**src/rtl/seg7_pkg.sv**
```systemverilog
// Shared types and constants for the 7-segment capture path.
// Segment patterns are active-low, bit 0 = segment a ... bit 6 = segment g.
package seg7_pkg;

    typedef logic [6:0] seg_t;
    typedef logic [3:0] dig_t;

    localparam seg_t SEG_0     = 7'h40;
    localparam seg_t SEG_1     = 7'h79;
    localparam seg_t SEG_2     = 7'h24;
    localparam seg_t SEG_3     = 7'h30;
    localparam seg_t SEG_4     = 7'h19;
    localparam seg_t SEG_5     = 7'h12;
    localparam seg_t SEG_6     = 7'h02;
    localparam seg_t SEG_7     = 7'h78;
    localparam seg_t SEG_8     = 7'h00;
    localparam seg_t SEG_9     = 7'h10;
    localparam seg_t SEG_BLANK = 7'h7F;

    localparam dig_t DIG_BLANK   = 4'hF;
    localparam dig_t DIG_INVALID = 4'hE;

endpackage

```
**src/rtl/seg2dig.sv**
```systemverilog
// Combinational decoder from an active-low segment pattern back to a digit code.
// Blank is a recognised pattern; anything outside the table is flagged invalid.
module seg2dig
    import seg7_pkg::*;
(
    input  seg_t seg,
    output dig_t dig,
    output logic is_valid
);

    always_comb begin
        dig      = DIG_INVALID;
        is_valid = 1'b1;
        case (seg)
            SEG_0:     dig = 4'd0;
            SEG_1:     dig = 4'd1;
            SEG_2:     dig = 4'd2;
            SEG_3:     dig = 4'd3;
            SEG_4:     dig = 4'd4;
            SEG_5:     dig = 4'd5;
            SEG_6:     dig = 4'd6;
            SEG_7:     dig = 4'd7;
            SEG_8:     dig = 4'd8;
            SEG_9:     dig = 4'd9;
            SEG_BLANK: dig = DIG_BLANK;
            default:   is_valid = 1'b0;
        endcase
    end

endmodule

```
**src/rtl/seg7_capture.sv**
```systemverilog
// Samples a multiplexed 7-segment bus, filters glitches and stores one decoded
// digit per display position, pulsing frame_valid once every slot has been written.
module seg7_capture
    import seg7_pkg::*;
#(
    parameter int NUM_DIGITS    = 6,
    parameter int STABLE_CYCLES = 4
) (
    input  logic                          clk,
    input  logic                          rst_n,
    input  logic [6:0]                    seg_in,
    input  logic [NUM_DIGITS-1:0]         sel_in,
    input  logic                          err_clr,
    output logic [4*NUM_DIGITS-1:0]       digits_out,
    output logic                          frame_valid,
    output logic                          err,
    output logic [$clog2(NUM_DIGITS)-1:0] err_digit
);

    localparam int IDX_W = $clog2(NUM_DIGITS);
    localparam int CNT_W = $clog2(STABLE_CYCLES + 1);
    localparam logic [CNT_W-1:0] CNT_MAX   = CNT_W'(STABLE_CYCLES);
    localparam logic [CNT_W-1:0] COMMIT_AT = CNT_W'(STABLE_CYCLES - 1);

    seg_t                  seg_s1, seg_s2, seg_prev;
    logic [NUM_DIGITS-1:0] sel_s1, sel_s2, sel_prev;
    logic [CNT_W-1:0]      cnt, cnt_next;
    logic [NUM_DIGITS-1:0] mask, mask_next;
    logic [IDX_W-1:0]      commit_idx;
    logic                  pair_changed, sel_onehot, commit, frame_done;
    dig_t                  dig;
    logic                  is_valid;

    seg2dig u_seg2dig (
        .seg      (seg_s2),
        .dig      (dig),
        .is_valid (is_valid)
    );

    // Commit fires only on the edge where the run length first reaches
    // STABLE_CYCLES-1, so a held pattern is written exactly once.
    always_comb begin
        pair_changed = (seg_s2 != seg_prev) || (sel_s2 != sel_prev);
        sel_onehot   = (sel_s2 != '0) && ((sel_s2 & (sel_s2 - NUM_DIGITS'(1))) == '0);
        if (!sel_onehot || pair_changed) begin
            cnt_next = '0;
        end else if (cnt == CNT_MAX) begin
            cnt_next = cnt;
        end else begin
            cnt_next = cnt + CNT_W'(1);
        end
        commit     = sel_onehot && (cnt_next == COMMIT_AT) && (pair_changed || cnt != COMMIT_AT);
        mask_next  = mask | sel_s2;
        frame_done = commit && (&mask_next);
        commit_idx = '0;
        for (int i = 0; i < NUM_DIGITS; i++) begin
            if (sel_s2[i]) begin
                commit_idx = IDX_W'(i);
            end
        end
    end

    always_ff @(posedge clk or negedge rst_n) begin
        if (!rst_n) begin
            seg_s1   <= SEG_BLANK;
            seg_s2   <= SEG_BLANK;
            seg_prev <= SEG_BLANK;
            sel_s1   <= '0;
            sel_s2   <= '0;
            sel_prev <= '0;
            cnt      <= '0;
        end else begin
            seg_s1   <= seg_in;
            seg_s2   <= seg_s1;
            seg_prev <= seg_s2;
            sel_s1   <= sel_in;
            sel_s2   <= sel_s1;
            sel_prev <= sel_s2;
            cnt      <= cnt_next;
        end
    end

    // An invalid commit still counts toward the frame; error set beats err_clr.
    always_ff @(posedge clk or negedge rst_n) begin
        if (!rst_n) begin
            digits_out  <= '1;
            mask        <= '0;
            frame_valid <= 1'b0;
            err         <= 1'b0;
            err_digit   <= '0;
        end else begin
            frame_valid <= frame_done;
            if (frame_done) begin
                mask <= '0;
            end else if (commit) begin
                mask <= mask_next;
            end
            for (int i = 0; i < NUM_DIGITS; i++) begin
                if (commit && sel_s2[i]) begin
                    digits_out[4*i +: 4] <= dig;
                end
            end
            if (commit && !is_valid) begin
                err       <= 1'b1;
                err_digit <= commit_idx;
            end else if (err_clr) begin
                err <= 1'b0;
            end
        end
    end

endmodule

```
**config.mk**
```make
export PLATFORM = sky130hd
export DESIGN_NAME = seg7_capture
export DESIGN_NICKNAME = d
export VERILOG_FILES = /design/src/rtl/seg7_pkg.sv /design/src/rtl/seg2dig.sv /design/src/rtl/seg7_capture.sv
export SDC_FILE = /design/constraint.sdc
export NUM_CORES = 1
export LEC_CHECK = 0
export CORE_ASPECT_RATIO = 0.8
export CORE_UTILIZATION = 35
export DETAILED_ROUTE_END_ITERATION = 6
export PLACE_DENSITY = 0.65
export SLEW_MARGIN = 0
export SYNTH_ARGS = -nofsm -noshare
export SYNTH_HDL_FRONTEND = slang
export SYNTH_SLANG_ARGS = --single-unit
export TNS_END_PERCENT = 100
```
**constraint.sdc**
```tcl
create_clock -name clk -period 3.9 [get_ports clk]
set_input_delay 0.78 -clock clk [delete_from_list [all_inputs] [get_ports clk]]
set_output_delay 0.78 -clock clk [all_outputs]
set_load 0.05 [all_outputs]
```
; Word-level counts from Yosys, hierarchy flattened
; Cells that the tools add are included.
[word_totals]
out_inout_bits = 29
regBits = 77
wordCells = 72
[classes]
add_sub_neg = 2
n_bitwise = 2
n_eq_ne = 15
n_mux = 13
reduce_logical = 23
[ops]
columns = op, n
row1 = $pmux W4 S11, 1
row2 = $eq A7 B7 Y1 const B, 4
row3 = $eq A7 B5 Y1 const B, 3
row4 = $mux W3, 6
row5 = $eq A7 B6 Y1 const B, 2
row6 = $mux W6, 2
row7 = $logic_and A1 B1 Y1, 11
row8 = $reduce_or A11 Y1, 1
row9 = $eq A7 B2 Y1 const B, 1
row10 = $logic_not A7 Y1, 1
row11 = $ne A7 B7 Y1, 1
row12 = $and A6 B6 Y6, 1
row13 = $logic_not A6 Y1, 1
row14 = $ne A6 B6 Y1, 1
row15 = $or A6 B6 Y6, 1
row16 = $reduce_and A6 Y1, 1
row17 = $reduce_bool A6 Y1, 1
row18 = $sub A6 B1 Y6 const B, 1
row19 = $mux W1, 4
row20 = $reduce_bool A2 Y1, 2
row21 = $add A3 B1 Y3 const B, 1
row22 = $eq A3 B2 Y1 const B, 1
row23 = $eq A3 B3 Y1 const B, 1
row24 = $logic_or A1 B1 Y1, 3
row25 = 2 further kinds, 3

; Logic depth before layout (Yosys ltp)
; Gate-level depths: netlist (run 1).
[depth]
ltp_word = 12
ltp_mapped = 7
ltp_nobuf = 7

; Cells and area by module
; Synthesis (run 1) repeated with hierarchy kept, for this count alone.
[unflattened]
cells_unflattened = 223
area_unflattened_um2 = 3095.5
[by_module_without_submodules]
columns = mod, seq_area_each_um2, instances, area_each_um2, cells_per_inst
row1 = seg7_capture, 1983.2, 1, 2832.7, 185
row2 = seg2dig, 0.0, 1, 262.8, 38

; Worst setup path before layout (run 1)
; OpenSTA, ideal clock, no wires.
[synth_path]
path_kind = flip-flop to flip-flop
start = register cnt[0]
end = register err_digit[0]
path_slack_ns = 1.438
arrival_time_ns = 2.334
stages_incl_launch_ff = 8
setup_ns = 0.128
period_less_slack_ns = 2.462
path_buffers = 0
required_ns = 3.772
path_cell_list = dfrtp_1 ha_1 ha_1 a21boi_0 nand4_1 or4_4 nor4b_4 mux2_1
[synth_via]
elab_chain_cells = 7
word_cells_on_any_way = 10
cone_classes = add/sub (1) / eq/ne (3) / mux (2) / reduce/logical (4)
[synth_rtl]
columns = element, line
row1 = "start, declared", seg7_capture.sv:27  ; logic [CNT_W-1:0] cnt, cnt_next;
row2 = "start signal, assigned", seg7_capture.sv:79  ; cnt <= cnt_next;
row3 = $add A3 B1 Y3 or $eq A3 B3 Y1 (tied branches), "seg7_capture.sv:50, seg7_capture.sv:47"
row4 = $mux W3, seg7_capture.sv:47  ; end else if (cnt == CNT_MAX) begin
row5 = $mux W3, seg7_capture.sv:45  ; if (!sel_onehot || pair_changed) begin
row6 = $eq A3 B2 Y1, seg7_capture.sv:52  ; commit = sel_onehot && (cnt_next == COMMIT_AT) && (pair_changed || cnt != COMMIT_AT);
row7 = $logic_and A1 B1 Y1, seg7_capture.sv:52
row8 = $logic_and A1 B1 Y1 *, seg7_capture.sv:52
row9 = $logic_and A1 B1 Y1 *, seg7_capture.sv:103  ; if (commit && !is_valid) begin
row10 = "end signal, assigned", seg7_capture.sv:105  ; err_digit <= commit_idx;
row11 = "end, declared", seg7_capture.sv:17  ; output logic [$clog2(NUM_DIGITS)-1:0] err_digit
; Every way passes the cells marked *; elsewhere a longest branch is shown, timed or not.
; A chain may end at the register's enable or synchronous reset.

; Worst setup path in the final report (run 1)
[layout_path]
start = register cnt[0]
end = register err_digit[2]
; Same word-level chain as after synthesis.

==> run_results.csv, run 1 <==
group,metric,value,unit
drt,via_count,1866,
setup_path,critPathRequiredTime,4110,ps
drt,wl,5695,µm
job,cap_violations,0,
setup_path,crit-reg2reg-launch,"cnt[0]",
synth,synth.distinct_cells,45,
setup_path,slowest_delay,440,ps
final_layout,fillCellCount,842,
placement,dp_slack,1255,ps
sta,final_max_slew_viol_count,0,
sta,tightest_slew,915.8,ps
floorplanning,initial_core_util,0.3595,
final_layout,final_common_cell,"dfstp_2",
power,p_int,1365,µW
cts,max-clock-path-buffers,2,
synth,synth-async-reset-ratio,1.000,
floorplanning,ioPinCount,45,
cts,cts_max_level,3,
cts,clock-sinks,77,
floorplanning,coreArea,9037,µm²
power,p_per_area,433.8,nW/µm²
final_layout,area_growth,23.57,%
setup_path,crit_fanout,4,
final_layout,final_cell_mix,"45 x dfstp_2, 43 x clkdlybuf4s50_1, 32 x dfrtp_1, 23 x mux2_2, 14 x nand4_1",
floorplanning,dieHeight,88.18,µm
synth,ys.flop_type,"dfstp_2",
cts,cts_setup_buffers,0,
synth,syn_inst,231,
sta,finalClockSkew,8.940,ps
sta,rsz0062_at_grt,"no",
cts,clkSlewWorstSetupHoldPaths,60,ps
drt,drt_iter0_drc,35,
power,p_leak,0.001630,µW
setup_path,start_kind,"register",
status,status,"complete, no violations",
sta,setup_tns,0,ps
global_route,grt_start_max_net_pins,78,
cts,cts_resized,0,
drt,viasPerCell,4.736,
cts,ctsHoldBuffers,0,
power,seqPwrFrac,0.493,
sta,setup_ws,1259,ps
power,p_sw_frac,0.2163,
hold_path,min_path_type,"register to register",
sta,fmax,0.3786,GHz
sta,fin_crit_sh,0.6772,
global_route,grt_pass1_wl,9280,µm
power,clkPwrFrac,0.462,
final_layout,antennaDiodeCount,0,
drt,remaining_drc_errors,0,
final_layout,final_nets,293,
floorplanning,std_cell_rows,31,
drt,wl_per_cell,14.45,µm
setup_path,startpoint,"cnt[0]",
synth,syn_nets,250,
placement,numPortBuffers,44,
drt,firstDrtPassIters,4,
drt,ant_nets,0,
setup_path,worstSetupEndpointType,"register",
floorplanning,dieArea,9676,µm²
cts,cts_root_buf,"clkbuf_16",
synth,syn_avg_cell_area,14.07,µm²
global_route,antenna_found_initial,0,
power,ir_drop,0.0002919,V
power,p_switching,376.9,µW
final_layout,drive_gt1_frac,0.3513,
setup_path,crit_arrival,2850,ps
floorplanning,fp.dieW,109.7,µm
synth,ys_seq_area_frac,0.6103,
cts,cts_buffers,9,
global_route,grt_overflow,0,
sta,setup_violations,0,
setup_path,path_class,"register to register",
sta,finalHoldViolations,0,
synth,ys_warn_count,0,
synth,synth-edff-count,0,
synth,syn_area,3249,µm²
cts,cts_tree,"built",
global_route,grt_pass1_vias,1807,
setup_path,critPathMostFrequentCell,"ha_1",
sta,max_slew_margin,0.3895,
power,combPwrFrac,0.045,
sta,period_minus_slack,2641,ps
global_route,track_usage,0.1330,
setup_path,worstPathCellList,"ha_1 -> ha_1 -> a21boi_0 -> nand4_1 -> or4_4 -> nor4b_4 -> mux2_1",
cts,clock_latency,330,ps
hold_path,min_from,"sel_s1[1]",
synth,ys_ff_latch,77,
placement,place_hpwl,3891,µm
placement,gp_congestion,0.7632,
setup_path,cp_slowest_cell,"or4_4",
-- per-layer routing --
metal,GRT usage,vias up,share of wire
li1,-,894,-
met1,0.1778,926,0.48
met2,0.1915,36,0.45
met3,0.05208,10,0.051
met4,0.05818,0,0.015
met5,0,-,0
-- cells by family after synthesis --
family	after synthesis	synth area share
AO/OA/AOI/OAI	29	0.06123
AND/OR/NAND/NOR	54	0.1055
adder cells (fa/ha/maj)	3	0.01155
XOR/XNOR	16	0.06970
multiplexers	27	0.09357
buffers and inverters	25	0.04813
flip-flops	77	0.6103
-- final timing paths --
| check | to | slack [ps] | depth (start not counted) |
|---|---|---|---|
| min reg2reg | sel_s2[1] | 350 | 0 |
| max in group asynchronous | sel_s2[1] | 2730 | 1 |
| max | err_digit[2] | 1260 | 7 |
| min | sel_s2[1] | 350 | 0 |
| max reg2reg | err_digit[2] | 1260 | 7 |
| min in group asynchronous | sel_prev[2] | 590 | 1 |
-- worst max-delay path: cells and delay by family, from the launching register on --
| family | cells | cell delay [ps] |
|---|---|---|
| AOI/OAI and AO/OA | 1 | 280 |
| muxes | 1 | 360 |
| DFF | 1 | 420 |
| and+or+nand+nor | 3 | 970 |
| adders and majority gates | 2 | 480 |
-- synth_stat cells (all sizes together) (2+ instances only) --
| library cell | count | area share |
|---|---|---|
| inv | 13 | 0.015 |
| a21o | 2 | 0.0050 |
| xnor2 | 14 | 0.064 |
| o21ai | 4 | 0.0062 |
| nor4b | 3 | 0.013 |
| nor3b | 4 | 0.0092 |
| o211ai | 2 | 0.0046 |
| dfstp | 45 | 0.36 |
| or3 | 2 | 0.0042 |
| nor2 | 6 | 0.0069 |
| nor3 | 5 | 0.0077 |
| a21boi | 7 | 0.016 |
| mux2 | 27 | 0.094 |
| ha | 3 | 0.012 |
| buf | 11 | 0.032 |
| nand4 | 14 | 0.027 |
| dfrtp | 32 | 0.25 |
| nand2 | 7 | 0.0081 |
| nand3 | 6 | 0.0092 |
| a21oi | 4 | 0.0062 |
| xor2 | 2 | 0.0054 |
| o22ai | 3 | 0.0058 |
-- per-stage QoR --
| stage | cells | total power, µW | hold slack [ps] | utilization | area (µm²) |
|---|---|---|---|---|---|
| 2_1_floorplan | 231 | 918.3 | 331.2 | - | 3249 |
| 3_3_place_gp | 378 | 950.7 | 334.4 | 0.4120 | 3724 |
| 3_5_place_dp | 378 | 952.3 | 334.7 | 0.4120 | 3724 |
| 4_1_cts | 394 | 1770 | 348.5 | 0.4443 | 4015 |
| 5_1_grt | 394 | 1818 | 358.7 | 0.4443 | 4015 |
| 6_report | 394 | 1742 | 348.7 | 0.4443 | 4015 |
-- area by class of cell --
type | instances | area (µm²) | area share
repair buffers | 44 | 437.9 | 0.1091
multi-input cells | 129 | 1110 | 0.2764
inverters | 13 | 48.80 | 0.01215
well taps | 115 | 143.9 | 0.03584
clock buffers | 10 | 229.0 | 0.05703
clock inverters | 6 | 62.56 | 0.01558
flip-flops and latches | 77 | 1983 | 0.4939
-- state kept, by name, summed over array words and instances (netlist names), 3 cells and up --
name / cells
cnt: 3
digits_out: 24
err_digit: 3
mask: 6
seg_prev: 7
seg_s1: 7
seg_s2: 7
sel_prev: 6
sel_s1: 6
sel_s2: 6
-- power groups by stage --
| stage | clock [µW] | sequential [µW] | combinational [µW] |
|---|---|---|---|
| floorplan | 0 | 853 | 65.2 |
| global placement | 0 | 871 | 79.9 |
| detailed placement | 0 | 872 | 80.2 |
| CTS | 830 | 860 | 80.7 |
| global route | 867 | 863 | 87.9 |
| finish | 804 | 859 | 78.1 |
No activity file was read; power rests on OpenSTA's default activity.
==> inputs of run 2 (changes only) <==
==> constraint.sdc (replaced) <==
create_clock -name clk -period 2.58 [get_ports clk]
set_input_delay 0.516 -clock clk [delete_from_list [all_inputs] [get_ports clk]]
set_output_delay 0.516 -clock clk [all_outputs]
set_load 0.05 [all_outputs]
==> run 2 against run 1 <==
Effect of this change:
- count of clock-buffer cells in the layout rose by 1
- first-iteration DRC count rose to 3.8 times the previous value
- largest cell class unchanged
- clock power rose by 75%
- core utilization increased by 1.6 points
==> run_results.csv, run 2 (synthesized netlist as in run 1, its figures left out) <==
group,metric,value,unit
status,status,"complete, no violations",
drt,ant_nets,0,
floorplanning,coreArea,9037,µm²
sta,final_max_slew_viol_count,0,
floorplanning,ioPinCount,45,
sta,max_slew_margin,0.5153,
cts,clock-sinks,77,
sta,setup_violations,0,
setup_path,critPathMostFrequentCell,"ha_1",
power,p_per_area,683.5,nW/µm²
final_layout,top_register,"digits_out",
global_route,grt_overflow,0,
drt,viasPerCell,4.810,
global_route,grt_pass1_vias,1904,
sta,setup_ws,134.4,ps
sta,finalClockSkew,8.970,ps
cts,clkSlewWorstSetupHoldPaths,60,ps
drt,remaining_drc_errors,0,
setup_path,worstPathCellList,"ha_1 -> ha_1 -> a21boi_2 -> nand4_1 -> or4_4 -> nor4b_4 -> mux2_1",
floorplanning,initial_core_util,0.3595,
power,p_leak,0.001714,µW
sta,fin_crit_sh,0.9479,
floorplanning,fp.dieW,109.7,µm
drt,drt_iter0_drc,133,
sta,setup_tns,0,ps
power,p_switching,598.5,µW
placement,place_hpwl,4206,µm
cts,cts_tree,"built",
sta,fmax,0.4089,GHz
placement,numPortBuffers,44,
floorplanning,dieHeight,88.18,µm
drt,via_count,1948,
global_route,track_usage,0.1392,
setup_path,path_delay_family,"simple AND/OR/NAND/NOR gates",
sta,finalHoldViolations,0,
sta,rsz0062_at_grt,"yes",
placement,placed_area,3806,µm²
setup_path,cp_slowest_cell,"or4_4",
cts,cts_setup_buffers,0,
final_layout,area_growth,27.88,%
sta,tightest_slew,727.1,ps
final_layout,final_cell_mix,"45 x dfstp_2, 43 x clkdlybuf4s50_1, 32 x dfrtp_1, 23 x mux2_2, 14 x nand4_1",
cts,ctsHoldBuffers,0,
cts,cts_root_buf,"clkbuf_16",
global_route,grt_pass1_wl,9777,µm
setup_path,crit_fanout,4,
final_layout,drive_gt1_frac,0.3828,
global_route,grt_start_max_net_pins,60,
final_layout,antennaDiodeCount,0,
hold_path,min_path_type,"primary input to async pin",
setup_path,crit_buf_inv,0,
drt,wl,6026,µm
final_layout,final_area,4155,µm²
power,p_int,2241,µW
placement,dp_slack,-58.22,ps
cts,cts_max_level,3,
drt,wl_per_cell,14.88,µm
cts,cts_buffers,9,
setup_path,critPathRequiredTime,2790,ps
drt,firstDrtPassIters,4,
floorplanning,std_cell_rows,31,
placement,gp_congestion,0.7530,
job,cap_violations,0,
power,ir_drop,0.0003706,V
global_route,antenna_found_initial,0,
power,p_sw_frac,0.2107,
power,clkPwrFrac,0.496,
setup_path,crit_arrival,2660,ps
setup_path,slowest_delay,450,ps
power,combPwrFrac,0.050,
floorplanning,dieArea,9676,µm²
power,seqPwrFrac,0.454,
final_layout,final_nets,304,
final_layout,final_common_cell,"dfstp_2",
cts,max-clock-path-buffers,2,
final_layout,largest_reg_flops,24,
cts,clock_latency,340,ps
sta,period_minus_slack,2446,ps
setup_path,worstSetupEndpointType,"register",
setup_path,start_kind,"register",
setup_path,path_class,"register to register",
[run 2: cell type report]
cell class / count / area (µm²)
sequential: 77 / 1983
timing repair buffer: 55 / 520.5
inverter: 13 / 48.80
clock inverter: 5 / 86.33
fill: 801 / 4882
tap: 115 / 143.9
clock buffer: 11 / 254.0
multi-input combinational: 129 / 1119
[run 2: worst register-to-register path, delay by kind of cell, from the launching register on]
kind                       cells  cell delay [ps]
and+or+nand+nor                3              890
adders and majority gates      2              500
DFF                            1              390
muxes                          1              350
AOI/OAI and AO/OA              1              190
[run 2: repair_timing]
action                                  4_1_cts  5_1_grt
pin swaps                                     0        1
resized for setup                             1        2
gates cloned                                  0        0
endpoints found under the setup margin        3        3
[run 2: routing by layer]
layer  track usage  up-vias  wire length [µm]
met5             0        -                 0
met4       0.06061        0                89
met3       0.05134       12               371
met2        0.1933       51              2646
met1        0.1940      966              2918
li1              -      919                 -
[run 2: power groups by stage]
| stage | logic, µW | clock network, µW | registers (µW) |
|---|---|---|---|
| floorplan | 98.6 | 0 | 1290 |
| global placement | 142 | 0 | 1310 |
| detailed placement | 143 | 0 | 1310 |
| CTS | 144 | 1440 | 1290 |
| global route | 156 | 1490 | 1290 |
| finish | 141 | 1410 | 1290 |
[run 2: path summary, 6_finish.rpt]
kind | startpoint | endpoint | slack, ps | cells past startpoint
min | rst_n | sel_s1[5] | 240 | 1
min in group clk | sel_s1[1] | sel_s2[1] | 350 | 0
max reg2reg | cnt[1] | err_digit[2] | 130 | 7
max | cnt[1] | err_digit[2] | 130 | 7
min reg2reg | sel_s1[1] | sel_s2[1] | 350 | 0
max in group asynchronous | rst_n | digits_out[21] | 1610 | 2
[run 2: per-stage QoR]
stage               cells  utilization  hold WS, ps  power (µW)
finish                405       0.4598        235.2        2840
global route          405       0.4598        309.8        2939
CTS                   405       0.4588        273.2        2871
detailed placement    389       0.4212        335.5        1452
global placement      389       0.4212        334.7        1448
floorplan             231            -        220.4        1388
==> inputs of run 3 (changes only) <==
--- a/config.mk
+++ b/config.mk
@@ -7,6 +7,7 @@
 export LEC_CHECK = 0
 export CORE_ASPECT_RATIO = 0.8
 export CORE_UTILIZATION = 35
+export CTS_CLUSTER_DIAMETER = 120
 export DETAILED_ROUTE_END_ITERATION = 6
 export PLACE_DENSITY = 0.65
 export SLEW_MARGIN = 0
==> constraint.sdc (replaced) <==
create_clock -name clk -period 2.81 [get_ports clk]
set_input_delay 0.562 -clock clk [delete_from_list [all_inputs] [get_ports clk]]
set_output_delay 0.562 -clock clk [all_outputs]
set_load 0.05 [all_outputs]
==> run 3 against run 2 <==
Effect of this change:
- largest cell class unchanged
- worst setup slack better by 110 ps
- core utilization shrank 1.5 points
- via count fell by 2.7%
- fmax shrank 4.9%
- highest routed layer unchanged
- global-route usage fell by 0.33 points
- first-iteration DRC count fell by 47%
- sequential share of layout area grew 1.6 points
- register-to-register slack improved by 110 ps
- sequential power decreased by 8%
- power fell by 17%
- critical path depth is the same
==> run_results.csv, run 3 (synthesized netlist as in run 1, its figures left out) <==
group,metric,value,unit
status,status,"complete, no violations",
setup_path,path_class,"register to register",
final_layout,largest_reg_flops,24,
cts,ctsHoldBuffers,0,
cts,cts_root_buf,"clkbuf_16",
floorplanning,dieArea,9676,µm²
drt,ant_nets,0,
cts,clock_latency,340,ps
sta,final_max_slew_viol_count,0,
cts,cts_buffers,9,
setup_path,worstSetupEndpointType,"register",
setup_path,crit_fanout,4,
drt,via_count,1896,
global_route,use_met1,0.1817,
global_route,top_usage_layer,"met2",
placement,place_hpwl,3868,µm
sta,setup_violations,0,
global_route,track_usage,0.1359,
sta,fmax,0.3890,GHz
final_layout,antennaDiodeCount,0,
final_layout,drive_gt1_frac,0.3582,
sta,finalClockSkew,11.61,ps
global_route,grt_overflow,0,
setup_path,critPathRequiredTime,3020,ps
job,cap_violations,0,
final_layout,utilization,0.4450,
global_route,grtUsageMet3,0.06324,
drt,viasPerCell,4.776,
hold_path,min_path_type,"register to register",
cts,cts_resized,0,
floorplanning,fp.dieW,109.7,µm
sta,rsz0062_at_grt,"no",
sta,max_slew_margin,0.3938,
final_layout,area_growth,23.76,%
cts,cts_max_level,3,
placement,numPortBuffers,44,
cts,clock-sinks,77,
sta,tightest_slew,909.2,ps
power,p_per_area,586.1,nW/µm²
drt,wl_per_cell,14.32,µm
setup_path,slowest_delay,440,ps
floorplanning,std_cell_rows,31,
power,ir_drop,0.0003280,V
global_route,grt_pass1_wl,9363,µm
setup_path,crit_buf_inv,0,
final_layout,top_register,"digits_out",
global_route,grt_start_max_net_pins,78,
drt,wl,5685,µm
drt,drt_iter0_drc,71,
floorplanning,dieHeight,88.18,µm
final_layout,final_nets,296,
setup_path,worstPathCellList,"ha_1 -> ha_1 -> a21boi_1 -> nand4_1 -> or4_4 -> nor4b_4 -> mux2_1",
floorplanning,ioPinCount,45,
floorplanning,initial_core_util,0.3595,
setup_path,critPathMostFrequentCell,"ha_1",
sta,setup_tns,0,ps
power,p_leak,0.001631,µW
global_route,antenna_found_initial,0,
cts,max-clock-path-buffers,2,
cts,clkSlewWorstSetupHoldPaths,60,ps
global_route,grt_use_met2,0.1904,
global_route,grt_pass1_vias,1862,
drt,firstDrtPassIters,4,
sta,fin_crit_sh,0.9148,
setup_path,path_delay_family,"simple AND/OR/NAND/NOR gates",
final_layout,final_cell_mix,"45 x dfstp_2, 43 x clkdlybuf4s50_1, 32 x dfrtp_1, 23 x mux2_2, 14 x nand4_1",
setup_path,crit_arrival,2780,ps
setup_path,r2r_slack,240,ps
sta,hold-worst-slack,347.4,ps
drt,remaining_drc_errors,0,
final_layout,final_common_cell,"dfstp_2",
cts,cts_tree,"built",
sta,period_minus_slack,2570,ps
sta,finalHoldViolations,0,
placement,gp_congestion,0.7438,
floorplanning,coreArea,9037,µm²
setup_path,start_kind,"register",
cts,cts_setup_buffers,0,
setup_path,cp_slowest_cell,"or4_4",
## run 3: cell type report
class,count,area [µm²]
sequential,77,1983
fill,827,5016
clock buffer,10,229.0
multi-input combinational,129,1110
timing repair buffer,47,460.4
inverter,13,48.80
tap,115,143.9
clock inverter,6,46.29
## run 3: metrics by stage
stage	setup WS, ps	total power (µW)	cells	cell area, µm²
4_1_cts	120.9	2394	397	4021
2_1_floorplan	348.2	1274	231	3249
6_report	239.5	2357	397	4021
5_1_grt	76.88	2455	397	4021
3_5_place_dp	147.7	1325	381	3746
3_3_place_gp	260.7	1323	381	3746
## run 3: final timing paths
path	start	cells after the start	end
hold reg to reg	sel_s1[0]	0	sel_s2[0]
setup reg to reg	cnt[0]	7	err_digit[2]
min in group asynchronous	rst_n	1	sel_s1[2]
setup / recovery	cnt[0]	7	err_digit[2]
hold / removal	sel_s1[0]	0	sel_s2[0]
max in group asynchronous	rst_n	1	mask[3]
## run 3: routing by layer
layer,vias up,wire length (µm)
met2,41,2569
met5,-,0
met4,0,99
li1,897,-
met1,946,2695
met3,12,320
## run 3: power by group
part | switching [µW] | internal (µW) | total [µW]
Sequential | 34.5 | 1150 | 1190
Clock | 450 | 603 | 1050
Combinational | 58.2 | 59.2 | 117
